`src/rtl/div_gen.sv`:
```
// Multi-cycle restoring radix-2 divider, signed or unsigned, with divide-by-zero
// detection, annul (flush) support and a start/ready handshake held until consumed.
module div_gen #(
  parameter int WIDTH = 32
) (
  input  logic                 clk,
  input  logic                 rst,
  input  logic                 signed_div_i,
  input  logic [WIDTH-1:0]     opdata1_i,
  input  logic [WIDTH-1:0]     opdata2_i,
  input  logic                 start_i,
  input  logic                 annul_i,
  output logic [2*WIDTH-1:0]   result_o,
  output logic                 ready_o,
  output logic                 div_zero_o,
  output logic                 busy_o
);

  localparam int CW = $clog2(WIDTH + 1);

  typedef enum logic [2:0] {FREE, BYZERO, ON, FIX, END} state_e;

  state_e               state_q, state_d;
  logic [CW-1:0]        cnt_q, cnt_d;
  logic [WIDTH-1:0]     dvd_q, dvd_d;
  logic [WIDTH-1:0]     dvs_q, dvs_d;
  logic [WIDTH-1:0]     rem_q, rem_d;
  logic                 neg1_q, neg1_d;
  logic                 neg2_q, neg2_d;
  logic                 zero_q, zero_d;
  logic [2*WIDTH-1:0]   result_q, result_d;
  logic                 ready_q, ready_d;
  logic                 div_zero_q, div_zero_d;
  logic [WIDTH:0]       trial;

  always_comb begin
    state_d    = state_q;
    cnt_d      = cnt_q;
    dvd_d      = dvd_q;
    dvs_d      = dvs_q;
    rem_d      = rem_q;
    neg1_d     = neg1_q;
    neg2_d     = neg2_q;
    zero_d     = zero_q;
    result_d   = result_q;
    ready_d    = ready_q;
    div_zero_d = div_zero_q;
    // dvd_q doubles as the quotient shift register: dividend bits leave at the top
    // while quotient bits enter at the bottom.
    trial      = {rem_q, dvd_q[WIDTH-1]} - {1'b0, dvs_q};

    case (state_q)
      FREE: begin
        ready_d    = 1'b0;
        result_d   = '0;
        div_zero_d = 1'b0;
        if (start_i && !annul_i) begin
          neg1_d  = signed_div_i & opdata1_i[WIDTH-1];
          neg2_d  = signed_div_i & opdata2_i[WIDTH-1];
          dvd_d   = (signed_div_i & opdata1_i[WIDTH-1]) ? -opdata1_i : opdata1_i;
          dvs_d   = (signed_div_i & opdata2_i[WIDTH-1]) ? -opdata2_i : opdata2_i;
          rem_d   = '0;
          cnt_d   = '0;
          zero_d  = 1'b0;
          state_d = (opdata2_i == '0) ? BYZERO : ON;
        end
      end
      BYZERO: begin
        if (annul_i) begin
          state_d = FREE;
        end else begin
          dvd_d   = '0;
          rem_d   = '0;
          zero_d  = 1'b1;
          state_d = END;
        end
      end
      ON: begin
        if (annul_i) begin
          state_d = FREE;
        end else begin
          if (!trial[WIDTH]) begin
            rem_d = trial[WIDTH-1:0];
            dvd_d = {dvd_q[WIDTH-2:0], 1'b1};
          end else begin
            rem_d = {rem_q[WIDTH-2:0], dvd_q[WIDTH-1]};
            dvd_d = {dvd_q[WIDTH-2:0], 1'b0};
          end
          cnt_d = cnt_q + 1'b1;
          if (cnt_q == CW'(WIDTH - 1)) state_d = FIX;
        end
      end
      FIX: begin
        if (annul_i) begin
          state_d = FREE;
        end else begin
          if (neg1_q ^ neg2_q) dvd_d = -dvd_q;
          if (neg1_q)          rem_d = -rem_q;
          state_d = END;
        end
      end
      END: begin
        if (start_i) begin
          ready_d    = 1'b1;
          result_d   = {rem_q, dvd_q};
          div_zero_d = zero_q;
        end else begin
          ready_d    = 1'b0;
          result_d   = '0;
          div_zero_d = 1'b0;
          state_d    = FREE;
        end
      end
      default: state_d = FREE;
    endcase
  end

  always_ff @(posedge clk or negedge rst) begin
    if (!rst) begin
      state_q    <= FREE;
      cnt_q      <= '0;
      dvd_q      <= '0;
      dvs_q      <= '0;
      rem_q      <= '0;
      neg1_q     <= 1'b0;
      neg2_q     <= 1'b0;
      zero_q     <= 1'b0;
      result_q   <= '0;
      ready_q    <= 1'b0;
      div_zero_q <= 1'b0;
    end else begin
      state_q    <= state_d;
      cnt_q      <= cnt_d;
      dvd_q      <= dvd_d;
      dvs_q      <= dvs_d;
      rem_q      <= rem_d;
      neg1_q     <= neg1_d;
      neg2_q     <= neg2_d;
      zero_q     <= zero_d;
      result_q   <= result_d;
      ready_q    <= ready_d;
      div_zero_q <= div_zero_d;
    end
  end

  assign result_o   = result_q;
  assign ready_o    = ready_q;
  assign div_zero_o = div_zero_q;
  assign busy_o     = (state_q != FREE);

endmodule

```
`config.mk`:
```
export PLATFORM = sky130hd
export DESIGN_NAME = div_gen
export DESIGN_NICKNAME = d
export VERILOG_FILES = /design/src/rtl/div_gen.sv
export SDC_FILE = /design/constraint.sdc
export NUM_CORES = 1
export LEC_CHECK = 0
export CORE_MARGIN = 2
export CORE_UTILIZATION = 35
export DETAILED_ROUTE_END_ITERATION = 8
export GPL_ROUTABILITY_DRIVEN = 0
export PLACE_DENSITY = 0.64
export RECOVER_POWER = 100
export SYNTH_ARGS = -nofsm -noshare
export SYNTH_HDL_FRONTEND = slang
export SYNTH_SLANG_ARGS = --single-unit
```
`constraint.sdc`:
```
create_clock -name clk -period 6.9 [get_ports clk]
set_clock_uncertainty 0.15 [all_clocks]
set_input_delay 1.035 -clock clk [delete_from_list [all_inputs] [get_ports clk]]
set_output_delay 1.035 -clock clk [all_outputs]
set_load 0.01 [all_outputs]
```
# Yosys cells after proc, flatten, opt, wreduce, memory -nomap -nowiden
# Index checks and enable logic that the tools add are counted.
# totals
rom_bits	0
reg_bits	174
mem_bits_rw	0
latch_bits	0
memories	0
in_bits	69
# classes
n_div	0
mux	34
n_reduce_logical	16
order_cmp	0
n_addsub	6
n_eq_ne	13
shifts	0
bitwise	3
n_mul	0
# ops
cell	count
$mux W32	12
$pmux W32 S4	2
$neg A32 Y32	4
$pmux W64 S2	1
$mux W64	1
$sub A33 B32 Y33	1
$logic_not A32 Y1	1
$mux W3	5
$ne A2 B2 Y1 const B	7
$mux W6	2
$pmux W3 S4	1
$pmux W6 S2	1
$reduce_and A6 Y1	2
$reduce_and A3 Y1	3
$add A6 B1 Y6 const B	1
$eq A3 B2 Y1 const B	2
$eq A6 B5 Y1 const B	1
$pmux W1 S2	3
$reduce_bool A2 Y1	3
$mux W1	5
$reduce_bool A4 Y1	1
$eq A3 B1 Y1 const B	1
$eq A3 B3 Y1 const B	1
$logic_not A3 Y1	1
9 further kinds	10

# Logic depth before layout (Yosys ltp)
# logic_depth
ltp_word	4
ltp_mapped	14
mapped_depth_nobuf	12

# Worst setup path before layout
# OpenSTA, ideal clock, no wires.
# synth_path
path_type	input port to flip-flop
from	in opdata2_i[2]
to	reg dvs_q[28]
setup_time_ps	135
arrival_ps	3004
n_path_buf	0
t_required_ps	6615
cell_stages	8
slack_ps	3611
cell_sequence	or4_1 > nor3b_1 > nand2_1 > nor4_2 > nand2_1 > o31ai_1 > xor2_1 > o21ai_0
# synth_via
elab_chain_len	2
# synth_lines
item	line_no	text
start, declared	10	input logic [WIDTH-1:0] opdata2_i,
$neg A32 Y32	61	dvs_d = (signed_div_i & opdata2_i[WIDTH-1]) ? -opdata2_i : opdata2_i;
$mux W32	61	
end signal, assigned	135	dvs_q <= dvs_d;
end, declared	26	logic [WIDTH-1:0] dvs_q, dvs_d;
# No other way between the ends.
# A chain may end at the register's enable or synchronous reset.

# Final worst setup path
# layout_path
from	reg dvd_q[31]
to	reg rem_q[27]
# layout_via
elab_chain_len	4
# layout_lines
item	line_no	text
start, declared	25	logic [WIDTH-1:0] dvd_q, dvd_d;
start signal, assigned	134	dvd_q <= dvd_d;
$sub A33 B32 Y33	50	trial = {rem_q, dvd_q[WIDTH-1]} - {1'b0, dvs_q};
$mux W32	82	if (!trial[WIDTH]) begin
$mux W32	79	if (annul_i) begin
$pmux W32 S4	52	case (state_q)
end signal, assigned	136	rem_q <= rem_d;
end, declared	27	logic [WIDTH-1:0] rem_q, rem_d;
# No other way between the ends. The select of a mux whose other input is x is not followed.

==> results_dict.tcl <==
set metrics [dict create \
    rsz0062_at_grt "no" \
    crit_start "dvd_q[31]" \
    p_switching_w 0.00325 \
    pwr-share-seq 0.278 \
    tns_ns 0 \
    status "finished, violations left" \
    synth.avg_cell_area_um2 8.59 \
    syn_area_um2 11800 \
    async_flop_share 1.00 \
    power_frac_comb 0.565 \
    portBuffers 135 \
    route.detailed.drc 0 \
    grt_pass1_vias 10200 \
    peakVddDrop_mv 0.244 \
    core-area_um2 33300 \
    drt-wirelength-per-cell_um 18.5 \
    p_clk_frac 0.156 \
    layout.nets 1555 \
    initial_utilization 0.354 \
    r2r_setup_slack_ns 1.81 \
    viasPerCell 5.71 \
    cts_num_sinks 174 \
    p_per_area_nw_per_um2 461 \
    setup_violations 0 \
    synth_cell_types 78 \
    postSynthCellCount 1369 \
    cp.arrival_ns 5.29 \
    synth.area.top_cells "dfrtp_1 37%, o21ai_0 6.0%, a22o_1 5.1%" \
    min_period_over_period 0.738 \
    crit_slowest_cell "o41ai_1" \
    yosysSeqAreaShare 0.370 \
    post_route_cells_drive_above_1_share 0.0431 \
    cp.required_ns 7.10 \
    grt_use_total 0.199 \
    violations "max-capacitance violations, max-slew violations" \
    tightestPinTransition_ns 1.87 \
    post-cts-setup-buffer-count 0 \
    rows 67 \
    p_sw_frac 0.504 \
    finalWirelength_mm 35.3 \
    hold_class "flop to flop" \
    synth_ff_type "dfrtp_1" \
    clk_path_buf_depth 2 \
    setup.worst_path.end_class "flop" \
    die-width_um 187 \
    start_kind "flop" \
    leakage_nw 6.07 \
    root_buffer "clkbuf_16" \
    cts_buffers 17 \
    yosysTopAreaCell "dfrtp_1" \
    cts-hold-fix-buffers 0 \
    hp-start "ready_o" \
    timing.rr.start "dvd_q[31]" \
    synth_top_area_frac 0.370 \
    num_vias 10900 \
    period_needed_ns 5.09 \
    final_cell_mix "174 x dfrtp_1, 143 x nand2_1, 143 x o21ai_0" \
    path_common_cell "a211oi_1" \
    area_growth_pct 18.9 \
    path_class "flop to flop" \
    grt_overflow 0 \
    grt_pass1_wl_mm 56.4 \
    critPathMaxFanout 22 \
    clock_latency_ns 0.45 \
    synth-seq-cells 174 \
    dp_hpwl_mm 25.0 \
    slew-limit-headroom -0.249 \
    layout_commonest_cell "dfrtp_1" \
    antenna_found_initial 1 \
    cts_tree "built" \
    p_int_w 0.00319 \
    cap_viol_max_count 3 \
    timing.hold.ws_ns 0.323 \
    hold_viol 0 \
    synth_nets 1476 \
    slowest_delay_ns 0.94 \
    pin_count 136 \
    grt_max_degree 107 \
    detail-route-antenna-nets 0 \
    htreeDepth 4 \
    firstDrtPassIters 6 \
    synth_warnings 0 \
    drt-initial-drc-count 1139 \
    clk_pin_slew_ns 0.07 \
    cts_resized 0 \
    path_cells "inv_1, ha_1, inv_1, fa_1, a211oi_1, o21a_1, a211oi_1, o41ai_1, a21oi_1, a211oi_1, buf_4, nand2_1, o221ai_1" \
    synth_edf_count 0 \
    maxSlewViolCount 107 \
    fmax_mhz 196 \
    die-area_um2 35100 \
    dieHeight_um 187 \
]
## power by group through the flow
stage | sequential (W) | combinational [W] | clock [W]
CTS | 0.00178 | 0.00361 | 0.00102
finish | 0.00179 | 0.00364 | 0.00101
global route | 0.00184 | 0.00401 | 0.00106
floorplan | 0.00157 | 0.00287 | 0
global placement | 0.00179 | 0.00355 | 0
detailed placement | 0.00180 | 0.00359 | 0
## flip-flops by register name, indices dropped and copies added, names as in the netlist
name / flops
dvd_q: 32
neg1_q: 1
zero_q: 1
cnt_q: 6
rem_q: 32
result_o: 64
state_q: 3
ready_o: 1
div_zero_o: 1
dvs_q: 32
neg2_q: 1
## critical path: cells and delay by family (launching register included)
| kind | cells | cell delay, ns |
|---|---|---|
| fa+ha+maj | 2 | 0.61 |
| simple gates | 1 | 0.37 |
| compound gates | 7 | 2.79 |
| buf+inv | 3 | 0.66 |
| flops | 1 | 0.40 |
## synthesized netlist by cell type (all sizes together), types with 13 or more instances
| library cell | n |
|---|---|
| buf | 17 |
| or3 | 16 |
| o21ai | 145 |
| nand2b | 14 |
| a22o | 68 |
| nand3 | 24 |
| nor4 | 15 |
| a222oi | 13 |
| mux2i | 24 |
| a21o | 24 |
| xor2 | 40 |
| ha | 37 |
| clkbuf | 70 |
| a31oi | 16 |
| nor3 | 47 |
| dfrtp | 174 |
| nor2 | 87 |
| o31ai | 23 |
| xnor2 | 56 |
| inv | 66 |
| nand2 | 144 |
| a21oi | 80 |
## through the flow
stage | setup WS, ns | total power [W] | util | area [um2] | std cells
4_1_cts | 2.60 | 0.00641 | 0.422 | 14000 | 1909
3_5_place_dp | 2.41 | 0.00539 | 0.404 | 13400 | 1877
6_report | 1.81 | 0.00644 | 0.420 | 14000 | 1910
2_1_floorplan | 3.61 | 0.00443 | - | 11800 | 1369
3_3_place_gp | 2.46 | 0.00534 | 0.404 | 13400 | 1877
5_1_grt | 1.44 | 0.00691 | 0.420 | 14000 | 1910
## kinds of logic after synthesis
kind of cell,after synthesis,share of synthesized area
AO/OA/AOI/OAI,482,0.277
XOR/XNOR,96,0.0715
adder cells (fa/ha/maj),38,0.0411
buffers and inverters,153,0.0516
flip-flops,174,0.370
multiplexers,27,0.0233
AND/OR/NAND/NOR,399,0.166
## area by class of cell
| cell class | count | area, um2 |
|---|---|---|
| Multi-Input combinational cell | 1042 | 6780 |
| Tap cell | 448 | 561 |
| Antenna cell | 1 | 2.50 |
| Clock inverter | 15 | 184 |
| Inverter | 66 | 248 |
| Sequential cell | 174 | 4350 |
| Timing Repair Buffer | 147 | 1430 |
| Fill cell | 3337 | 19300 |
| Clock buffer | 17 | 425 |
## routing by layer
metal / wire (um) / global-route usage / part of all wire / vias to the layer above
met1: 16800 / 0.286 / 0.48 / 5288
met4: 522 / 0.0556 / 0.015 / 0
met5: 0 / 0 / 0 / -
met3: 1890 / 0.0244 / 0.054 / 32
li1: - / - / - / 5212
met2: 16000 / 0.315 / 0.45 / 374
## worst paths after layout
kind / endpoint / cells after the start
max: rem_q[27] / 13
min: ready_o / 1
max reg2reg: rem_q[27] / 13
min reg2reg: ready_o / 1
max in group asynchronous: result_o[63] / 2
min in group asynchronous: result_o[36] / 1
Note: power is estimated with default switching activity, not from simulation.
